<file path="config.mk">
export PLATFORM = sky130hd
export DESIGN_NAME = updown_count_monitor
export DESIGN_NICKNAME = d
export VERILOG_FILES = /design/src/rtl/udc_mon_pkg.sv /design/src/rtl/udc_dwell_ctr.sv /design/src/rtl/updown_count_monitor.sv
export SDC_FILE = /design/constraint.sdc
export NUM_CORES = 1
export LEC_CHECK = 0
export CELL_PAD_IN_SITES_DETAIL_PLACEMENT = 2
export CELL_PAD_IN_SITES_GLOBAL_PLACEMENT = 2
export CORE_MARGIN = 1.5
export CORE_UTILIZATION = 32
export CTS_CLUSTER_DIAMETER = 200
export DETAILED_ROUTE_END_ITERATION = 16
export PLACE_DENSITY = 0.79
export SLEW_MARGIN = 20
export SYNTH_ARGS = -nofsm -noshare
export SYNTH_HDL_FRONTEND = slang
export SYNTH_SLANG_ARGS = --single-unit
</file>
<file path="constraint.sdc">
create_clock -name clk -period 3.85 [get_ports clk]
set_clock_uncertainty 0.05 [all_clocks]
set_input_delay 0.77 -clock clk [delete_from_list [all_inputs] [get_ports clk]]
set_output_delay 0.77 -clock clk [all_outputs]
set_load 0.02 [all_outputs]
</file>
<file path="src/rtl/udc_mon_pkg.sv">
// Shared state type, default widths and the saturating next-count helper for the counter monitor.
// Latency: none (types and functions only). Backpressure: none.
// Dwell tracking in the monitor is enabled by defining UDC_MON_DWELL_EN.
package udc_mon_pkg;

  localparam int UDC_SIZE    = 4;
  localparam int UDC_DWELL_W = 8;
  localparam logic [31:0] UDC_MAX = (32'd1 << UDC_SIZE) - 32'd1;

  typedef enum logic [2:0] {
    INIT,
    TRACK,
    SAT_HI,
    SAT_LO,
    FAULT
  } udc_mon_state_t;

  // Next count the counter must produce; max_v lets wider instances reuse it.
  function automatic logic [31:0] udc_expected(input logic [31:0] prev,
                                               input logic        dir,
                                               input logic [31:0] max_v = UDC_MAX);
    logic [31:0] nxt;
    nxt = prev;
    if (dir) begin
      if (prev != max_v) nxt = prev + 32'd1;
    end else begin
      if (prev != 32'd0) nxt = prev - 32'd1;
    end
    return nxt;
  endfunction

endpackage

</file>
<file path="src/rtl/udc_dwell_ctr.sv">
// Saturating cycle counter: counts while inc is high, clears on clr (clr wins).
// Latency: 1 cycle, registered output. Backpressure: none, sticks at all-ones.
module udc_dwell_ctr #(
  parameter int W = 8
) (
  input  logic         clk,
  input  logic         rst,
  input  logic         inc,
  input  logic         clr,
  output logic [W-1:0] cnt
);

  always_ff @(posedge clk or negedge rst) begin
    if (!rst) begin
      cnt <= '0;
    end else if (clr) begin
      cnt <= '0;
    end else if (inc && (cnt != '1)) begin
      cnt <= cnt + 1'b1;
    end
  end

endmodule

</file>
<file path="src/rtl/updown_count_monitor.sv">
// Checks a saturating up/down counter each edge; pulses legal steps, flags illegal ones (sticky err).
// Latency: flags for the sample seen at an edge are registered out on that edge. Backpressure: none.
// UDC_MON_DWELL_EN adds the saturation dwell counter; otherwise dwell_cnt is tied to 0.
module updown_count_monitor
  import udc_mon_pkg::*;
#(
  parameter int SIZE    = UDC_SIZE,
  parameter int DWELL_W = UDC_DWELL_W
) (
  input  logic               clk,
  input  logic               rst,
  input  logic [SIZE-1:0]    count_in,
  input  logic               up_down,
  input  logic               err_clr,
  output logic               step_up,
  output logic               step_dn,
  output logic               hold,
  output logic               at_max,
  output logic               at_min,
  output logic               err,
  output logic [DWELL_W-1:0] dwell_cnt
);

  localparam logic [SIZE-1:0] CNT_MAX = '1;

  udc_mon_state_t  state_q, state_nx, tgt_state;
  logic [SIZE-1:0] prev_cnt;
  logic            prev_dir;
  logic [SIZE-1:0] exp_cnt;
  logic            up_nx, dn_nx, hold_nx, err_nx;

  assign exp_cnt = SIZE'(udc_expected(32'(prev_cnt), prev_dir, 32'(CNT_MAX)));

  assign tgt_state = (count_in == CNT_MAX) ? SAT_HI :
                     (count_in == '0)      ? SAT_LO : TRACK;

  always_comb begin
    state_nx = state_q;
    up_nx    = 1'b0;
    dn_nx    = 1'b0;
    hold_nx  = 1'b0;
    err_nx   = err;
    case (state_q)
      INIT: begin
        state_nx = tgt_state;
        if (err_clr) err_nx = 1'b0;
      end
      TRACK, SAT_HI, SAT_LO: begin
        if (count_in == exp_cnt) begin
          state_nx = tgt_state;
          up_nx    = (count_in != prev_cnt) && prev_dir;
          dn_nx    = (count_in != prev_cnt) && !prev_dir;
          hold_nx  = (count_in == prev_cnt);
          if (err_clr) err_nx = 1'b0;
        end else begin
          // A mismatch beats a simultaneous err_clr.
          state_nx = FAULT;
          err_nx   = 1'b1;
        end
      end
      FAULT: begin
        if (err_clr) begin
          state_nx = INIT;
          err_nx   = 1'b0;
        end
      end
      default: state_nx = INIT;
    endcase
  end

  always_ff @(posedge clk or negedge rst) begin
    if (!rst) begin
      state_q  <= INIT;
      prev_cnt <= '0;
      prev_dir <= 1'b0;
      step_up  <= 1'b0;
      step_dn  <= 1'b0;
      hold     <= 1'b0;
      at_max   <= 1'b0;
      at_min   <= 1'b0;
      err      <= 1'b0;
    end else begin
      state_q  <= state_nx;
      prev_cnt <= count_in;
      prev_dir <= up_down;
      step_up  <= up_nx;
      step_dn  <= dn_nx;
      hold     <= hold_nx;
      at_max   <= (state_nx == SAT_HI);
      at_min   <= (state_nx == SAT_LO);
      err      <= err_nx;
    end
  end

`ifdef UDC_MON_DWELL_EN
  logic sat_nx, dwell_inc, dwell_clr;

  assign sat_nx    = (state_nx == SAT_HI) || (state_nx == SAT_LO);
  assign dwell_inc = sat_nx && (state_nx == state_q);
  assign dwell_clr = !sat_nx;

  udc_dwell_ctr #(
    .W (DWELL_W)
  ) u_dwell (
    .clk (clk),
    .rst (rst),
    .inc (dwell_inc),
    .clr (dwell_clr),
    .cnt (dwell_cnt)
  );
`else
  assign dwell_cnt = '0;
`endif

endmodule

</file>
==> results.md, run 1 <==
- Outcome: complete, no violations
- Global router's overall resource usage: 17.3%
- Clk sinks: 14
- Die area: 3470 um^2
- Peak supply drop: 0.0000782 V
- GP Congestion: slightly below 0.8
- PortBufs: 13
- Inserted Clock Buffers: 3
- Gate Count Post-Synth: between 100 and 150
- Worst reg2reg path depth: 7
- DIE WIDTH: between 50 and 60 um
- CTS tree: done
- Nets: 126
- Setup Fix Bufs, Post-CTS: 0
- CP endpoint kind: flip-flop
- Crit path max fanout: 9
- Setup TNS: 0 ps
- Main synth FF type: dfrtp_1
- CTS H-tree depth: 1
- CTS Buffer Depth: 2
- # DRC: 0
- Flops & latches, synth: 14
- RR Startpoint: prev_cnt[1]
- Clock-pin slew on the worst setup and hold paths: 80 ps
- Hold endpoint: err
- Initial antenna violation count: 0
- Initial DRT Pass Iterations: 3
- Pwr Total: roughly 0.45 mW
- Seq/Total Area, Yosys: 35.0%
- Final period util: 61.7%
- Starting DRT DRC Count: 13
- Synth unique cells: 42
- Count leader, synth: dfrtp_1
- Synth async-reset ratio: 100%
- Crit path required time: 4000 ps
- GR Overflow Total: 0
- CTS Hold Bufs: 0
- Max_slew headroom: between 50% and 60%
- HP Start: err
- Root buffer cell: clkbuf_4
- Top cell type's share of synthesized area: about a third
- Top Ports: 22
- Yosys top cell by area: dfrtp_1
- Final setup fails: 0
- Pwr dens: 400 nW/um^2
- Hold depth: 2
- Fin cells: roughly 150
- Total of max-cap violations: 0
- Fmax: 421 MHz
- Via density per instance: about 5.7
- Netlist Area Pre-Place: about 1000 um^2
- Layout cells sized above 1: 10.5%
- DR WL/cell: roughly 18 um
- RSZ-0062 raised after global routing: false
- Reg2reg setup slack: 1470 ps
- Vias: 843
- Tightest Pin Transition: 625 ps
- First-pass GRT wire length: 4490 um
- Nature of the critical path startpoint: flip-flop
- Post-CTS sizing: 0
- Hold Violations, Final: 0
- Core ar.: 3000 um^2
- Post-DRT Antenna Nets: 0
- Row count: 20
- Worst hold path class: flip-flop to flip-flop
- Synth cell count leaders: dfrtp_1, buf_4, o21ai_0
- Warnings from Yosys: 0
- Post-DP HPWL: 2140 um
- WL final: 2670 um
- Initial Util: 33.3%
- Diodes inserted: 0
- Top cells by area, synth: dfrtp_1, buf_4, xnor2_1
- EDFF count, synth: 0
- Pin count of the biggest net entering global routing: 16
- Worst-Skew Late Latency: approximately 280 ps
- Critical path arrival: approximately 2500 ps
- R2R Path End: hold
- Leakage: approximately 0.44 nW
- Min Tclk post-route: between 2000 and 2500 ps
- Avg Inst Size Synth: 9.53 um^2
- Critical path type: flip-flop to flip-flop
- Vias in the first global route: 912
- Die Height: 58.9 um
- Placed cells: 144
- Area delta synth->final: 12.7%
- Fin. max-slew vios: 0
[state kept, by name, indices dropped and copies added, names as in the netlist]
name	count
prev_dir	1
at_max	1
step_dn	1
hold	1
prev_cnt	4
err	1
state_q	3
step_up	1
at_min	1
[cells in the final DEF (no fill, tap or decap), drive strengths merged]
master / count
a311oi: 1
o31a: 1
nand2b: 2
clkdlybuf4s50: 13
conb: 8
o2bb2ai: 1
nor4bb: 1
nor3: 4
a31o: 1
a221oi: 1
nand4: 4
inv: 4
dfrtp: 14
nand3b: 2
clkbuf: 3
nand3: 4
xnor2: 4
or3: 3
nor2: 3
o211a: 2
nand4b: 1
o31ai: 1
o21a: 1
or4b: 1
a21oi: 3
a21o: 1
or2: 1
ha: 2
a31oi: 1
and4: 2
and3: 1
o211ai: 2
o21ai: 8
a211oi: 1
or4: 4
nor4: 3
nand2: 5
[worst max-delay path: stages, from the launching register on]
cell and delay (ps):
dfrtp_1 510, inv_1 110, ha_1 220, or4b_4 480, and3_4 170, a311oi_4 270
nand4_4 190, nor4_2 290
[cell families (layout without fill, tap and decap cells)]
kind of cell             Yosys count  in the layout  synth area share (%)
AND/OR/NAND/NOR                   41             41                  28.5
AO/OA/AOI/OAI                     25             25                  19.4
flip-flops                        14             14                  35.0
buffers and inverters             18             20                  10.7
XOR/XNOR                           4              4                  3.50
adder cells (fa/ha/maj)            2              2                  2.50
other                              1              8                 0.375
[layer usage]
metal  track usage (%)  vias to the layer above  wire (um)
li1                  -                      395          -
met1              20.9                      422       1230
met2              31.3                       21       1330
met3              1.32                        5         61
met4              6.82                        0         46
met5                 0                        -          0
[cell type report]
type | count | area [um^2]
Tap cell | 33 | 41.3
Clock buffer | 3 | 22.5
Fill cell | 342 | 1870
Multi-Input combinational cell | 80 | 569
Inverter | 4 | 15.0
Timing Repair Buffer | 13 | 130
Sequential cell | 14 | 350
[where the power goes]
group,internal (mW),switching (mW),total (mW)
clock,0.0364,0.0464,0.0827
combinational,0.0679,0.0987,0.167
sequential,0.168,0.0340,0.202
[how the worst max path moves through the flow]
stage | from | to | slack (ps) | cells after the start
after floorplan | prev_cnt[1] | hold | 1630 | 8
after global placement | count_in[0] | hold | 1250 | 6
after detailed placement | count_in[0] | hold | 1240 | 6
after CTS | prev_cnt[1] | hold | 1460 | 7
after global routing | prev_cnt[1] | hold | 1340 | 7
final | prev_cnt[1] | hold | 1470 | 7
[per-stage QoR]
stage	hold WS [ps]	area (um^2)	setup slack, ps	util (%)
floorplan	424	1030	1630	-
global placement	477	1110	1250	36.8
detailed placement	457	1110	1240	36.8
CTS	486	1130	1460	37.6
global route	540	1130	1340	37.6
finish	482	1130	1470	37.6
Note: power is estimated with default switching activity, not from simulation.
==> inputs of run 2 (changes only) <==
--- a/config.mk
+++ b/config.mk
@@ -8,10 +8,10 @@
 export CELL_PAD_IN_SITES_DETAIL_PLACEMENT = 2
 export CELL_PAD_IN_SITES_GLOBAL_PLACEMENT = 2
 export CORE_MARGIN = 1.5
-export CORE_UTILIZATION = 32
+export CORE_UTILIZATION = 27
 export CTS_CLUSTER_DIAMETER = 200
 export DETAILED_ROUTE_END_ITERATION = 16
-export PLACE_DENSITY = 0.79
+export PLACE_DENSITY = 0.71
 export SLEW_MARGIN = 20
 export SYNTH_ARGS = -nofsm -noshare
 export SYNTH_HDL_FRONTEND = slang
==> constraint.sdc (replaced) <==
create_clock -name clk -period 2 [get_ports clk]
set_clock_uncertainty 0.05 [all_clocks]
set_input_delay 0.4 -clock clk [delete_from_list [all_inputs] [get_ports clk]]
set_output_delay 0.4 -clock clk [all_outputs]
set_load 0.02 [all_outputs]
==> run 2 against run 1 <==
  * The run now ends with negative setup slack left
  * Die area up 18%
  * Via count is 11% higher
  * Clock-buffer cell count is 1 higher
  * Power up 140%
  * Hold slack improved by 10 ps
  * Design area is 28% higher
  * Utilization up 4.3 points
  * Largest power group is now combinational cells
  * Setup slack worse by 1600 ps
==> results.md, run 2 (same netlist as run 1, synthesis figures left out) <==
- Critical path arrival: 2230 ps (-290 ps)
- Starting DRT DRC Count: 43 (+30)
- Crit path required time: 2100 ps (-1900 ps)
- Top Metal Used: met4
- Worst reg2reg path depth: 7 (unchanged)
- Max reg flops: 4 (unchanged)
- DIE WIDTH: 63.9 um (+8.4%)
- Nets: 150 (+19%)
- Fin. max-slew vios: 0 (unchanged)
- CTS Buffer Depth: 2 (unchanged)
- DR WL/cell: 17.4 um (-4.2%)
- Max_slew headroom: 53.4% (-4.8 points)
- Post-DP HPWL: 2320 um (+8.2%)
- Critical path type: flip-flop to flip-flop
- Initial Util: 29.1% (-4.3 points)
- Commonest non-fill, non-tap cell in the layout: buf_4
- Hold endpoint: err
- RR Startpoint: prev_cnt[1]
- Initial DRT Pass Iterations: 4 (+1)
- Worst hold slack: 492 ps (+10.4 ps)
- Pin count of the biggest net entering global routing: 15 (-1)
- Worst path max stage delay: 460 ps (-50 ps)
- Layout cells sized above 1: 33.8% (+23 points)
- Peak supply drop: 0.000372 V (+380%)
- Area delta synth->final: 44.0%
- Vias in the first global route: 1,067 (+17%)
- WL met3: 153 um (+150%)
- PnR worst setup slack: -125 ps (-1600 ps)
- Outcome: finished, violations left
- Nature of the critical path startpoint: flip-flop
- Final setup fails: 9 (+9)
- Worst hold path class: flip-flop to flip-flop
- HP Start: err
- Tightest Pin Transition: 697 ps (+71.5 ps)
- Die area: 4080 um^2 (+18%)
- Global router's overall resource usage: 17.5% (+0.26 points)
- Die Height: 63.9 um (+8.4%)
- Final period util: 106% (+45 points)
- First-pass GRT wire length: 5490 um (+22%)
- Critical Path, Cell by Cell: inv_4 -> ha_4 -> or4b_4 -> and3_4 -> a311oi_4 -> nand4_4 -> nor4_2
- Row count: 21 (+5.0%)
- Post-DRT Antenna Nets: 0 (unchanged)
- Top reg by flops: prev_cnt
- Vias: 935 (+11%)
- Final core utilization: 41.9% (+4.3 points)
- Min Tclk post-route: 2130 ps (-250 ps)
- Crit path max fanout: 6 (-3)
- Failing checks: negative setup slack
- Worst-Skew Late Latency: 250 ps (-30 ps)
- Fmax: 471 MHz (+12%)
- Core ar.: 3440 um^2 (+15%)
- FILL cells: 379 (+11%)
- Leakage: 0.581 nW (+31%)
- Inserted Clock Buffers: 3 (unchanged)
- CTS H-tree depth: 1 (unchanged)
- Initial antenna violation count: 0 (unchanged)
- CTS Hold Bufs: 0 (unchanged)
- Setup TNS: -861 ps (-861 ps)
- Reg2reg setup slack: -130 ps (-1600 ps)
- Clk sinks: 14 (unchanged)
- GR Overflow Total: 0 (unchanged)
- Via density per instance: 5.05 (-12%)
- WL met1: 1510 um (+23%)
- Hold depth: 2 (unchanged)
- Top Ports: 22 (unchanged)
- RSZ-0062 raised after global routing: true
- CP endpoint kind: flip-flop
- PortBufs: 13 (unchanged)
- Leading cell types in the layout, fill and taps excluded: buf_4, clkdlybuf4s50_1, dfrtp_1, conb_1
- Total of max-cap violations: 0 (unchanged)
- CTS tree: done
- Pre-CTS setup slack: -198 ps (-1440 ps)
- WL final: 3220 um (+21%)
- Met2 Routed Length: 1490 um (+12%)
- Crit-path slowest cell: dfrtp_2
- # DRC: 0 (unchanged)
- Pwr dens: 740 nW/um^2 (+85%)
- Biggest regs: prev_cnt (4), state_q (3)
- Root buffer cell: clkbuf_8
- Clock-pin slew on the worst setup and hold paths: 70 ps (about the same)
- GP Congestion: 0.787 (+0.68%)
- Diodes inserted: 0 (unchanged)
- Pwr Total: 1.07 mW (+140%)
- R2R Path End: hold
- Hold Violations, Final: 0 (unchanged)
run 2: timing repair:
action                                 4_1_cts  5_1_grt
setup endpoints to repair                    9        9
endpoints found under the hold margin        0        0
buffers inserted                             3        0
resized for setup                           11        2
pin swaps                                    5        6
run 2: routing by layer:
| layer | global-route usage [%] | vias up |
|---|---|---|
| met5 | 0 | - |
| met4 | 7.07 | 0 |
| met3 | 4.40 | 6 |
| met2 | 28.1 | 28 |
| met1 | 22.3 | 458 |
| li1 | - | 443 |
run 2: layout make-up:
class / count / area [um^2] / area share [%]
multi-input combinational: 80 / 644 / 44.7
sequential: 14 / 353 / 24.5
timing repair buffer: 37 / 314 / 21.8
tap: 46 / 57.6 / 3.99
clock buffer: 4 / 55.1 / 3.82
inverter: 4 / 17.5 / 1.22
run 2: worst max path at each step:
stage | startpoint | end | slack [ps] | depth (start not counted)
after floorplan | prev_cnt[1] | err | -120 | 8
final | prev_cnt[1] | hold | -130 | 7
after global routing | prev_cnt[1] | hold | -230 | 7
after detailed placement | count_in[0] | err | -200 | 6
after global placement | prev_cnt[0] | err | -210 | 7
after CTS | prev_cnt[0] | err | -130 | 7
run 2: metrics by stage:
step | area, um^2 | std cells
6_report | 1440 | 185
5_1_grt | 1440 | 185
4_1_cts | 1440 | 185
3_5_place_dp | 1290 | 178
3_3_place_gp | 1290 | 178
2_1_floorplan | 1050 | 112
run 2: power by group:
group / switching (mW) / internal, mW / leakage, nW
clock network: 0.115 / 0.175 / 0.0288
logic: 0.223 / 0.172 / 0.376
registers: 0.0562 / 0.325 / 0.176
total: 0.395 / 0.672 / 0.581
run 2: worst max-delay path: cells and delay by family, from the launching register on:
kind                       cells  cell delay, ps
and+or+nand+nor                4            1020
DFF                            1             460
AOI/OAI and AO/OA              1             270
adders and majority gates      1             140
buffers and inverters          1              70
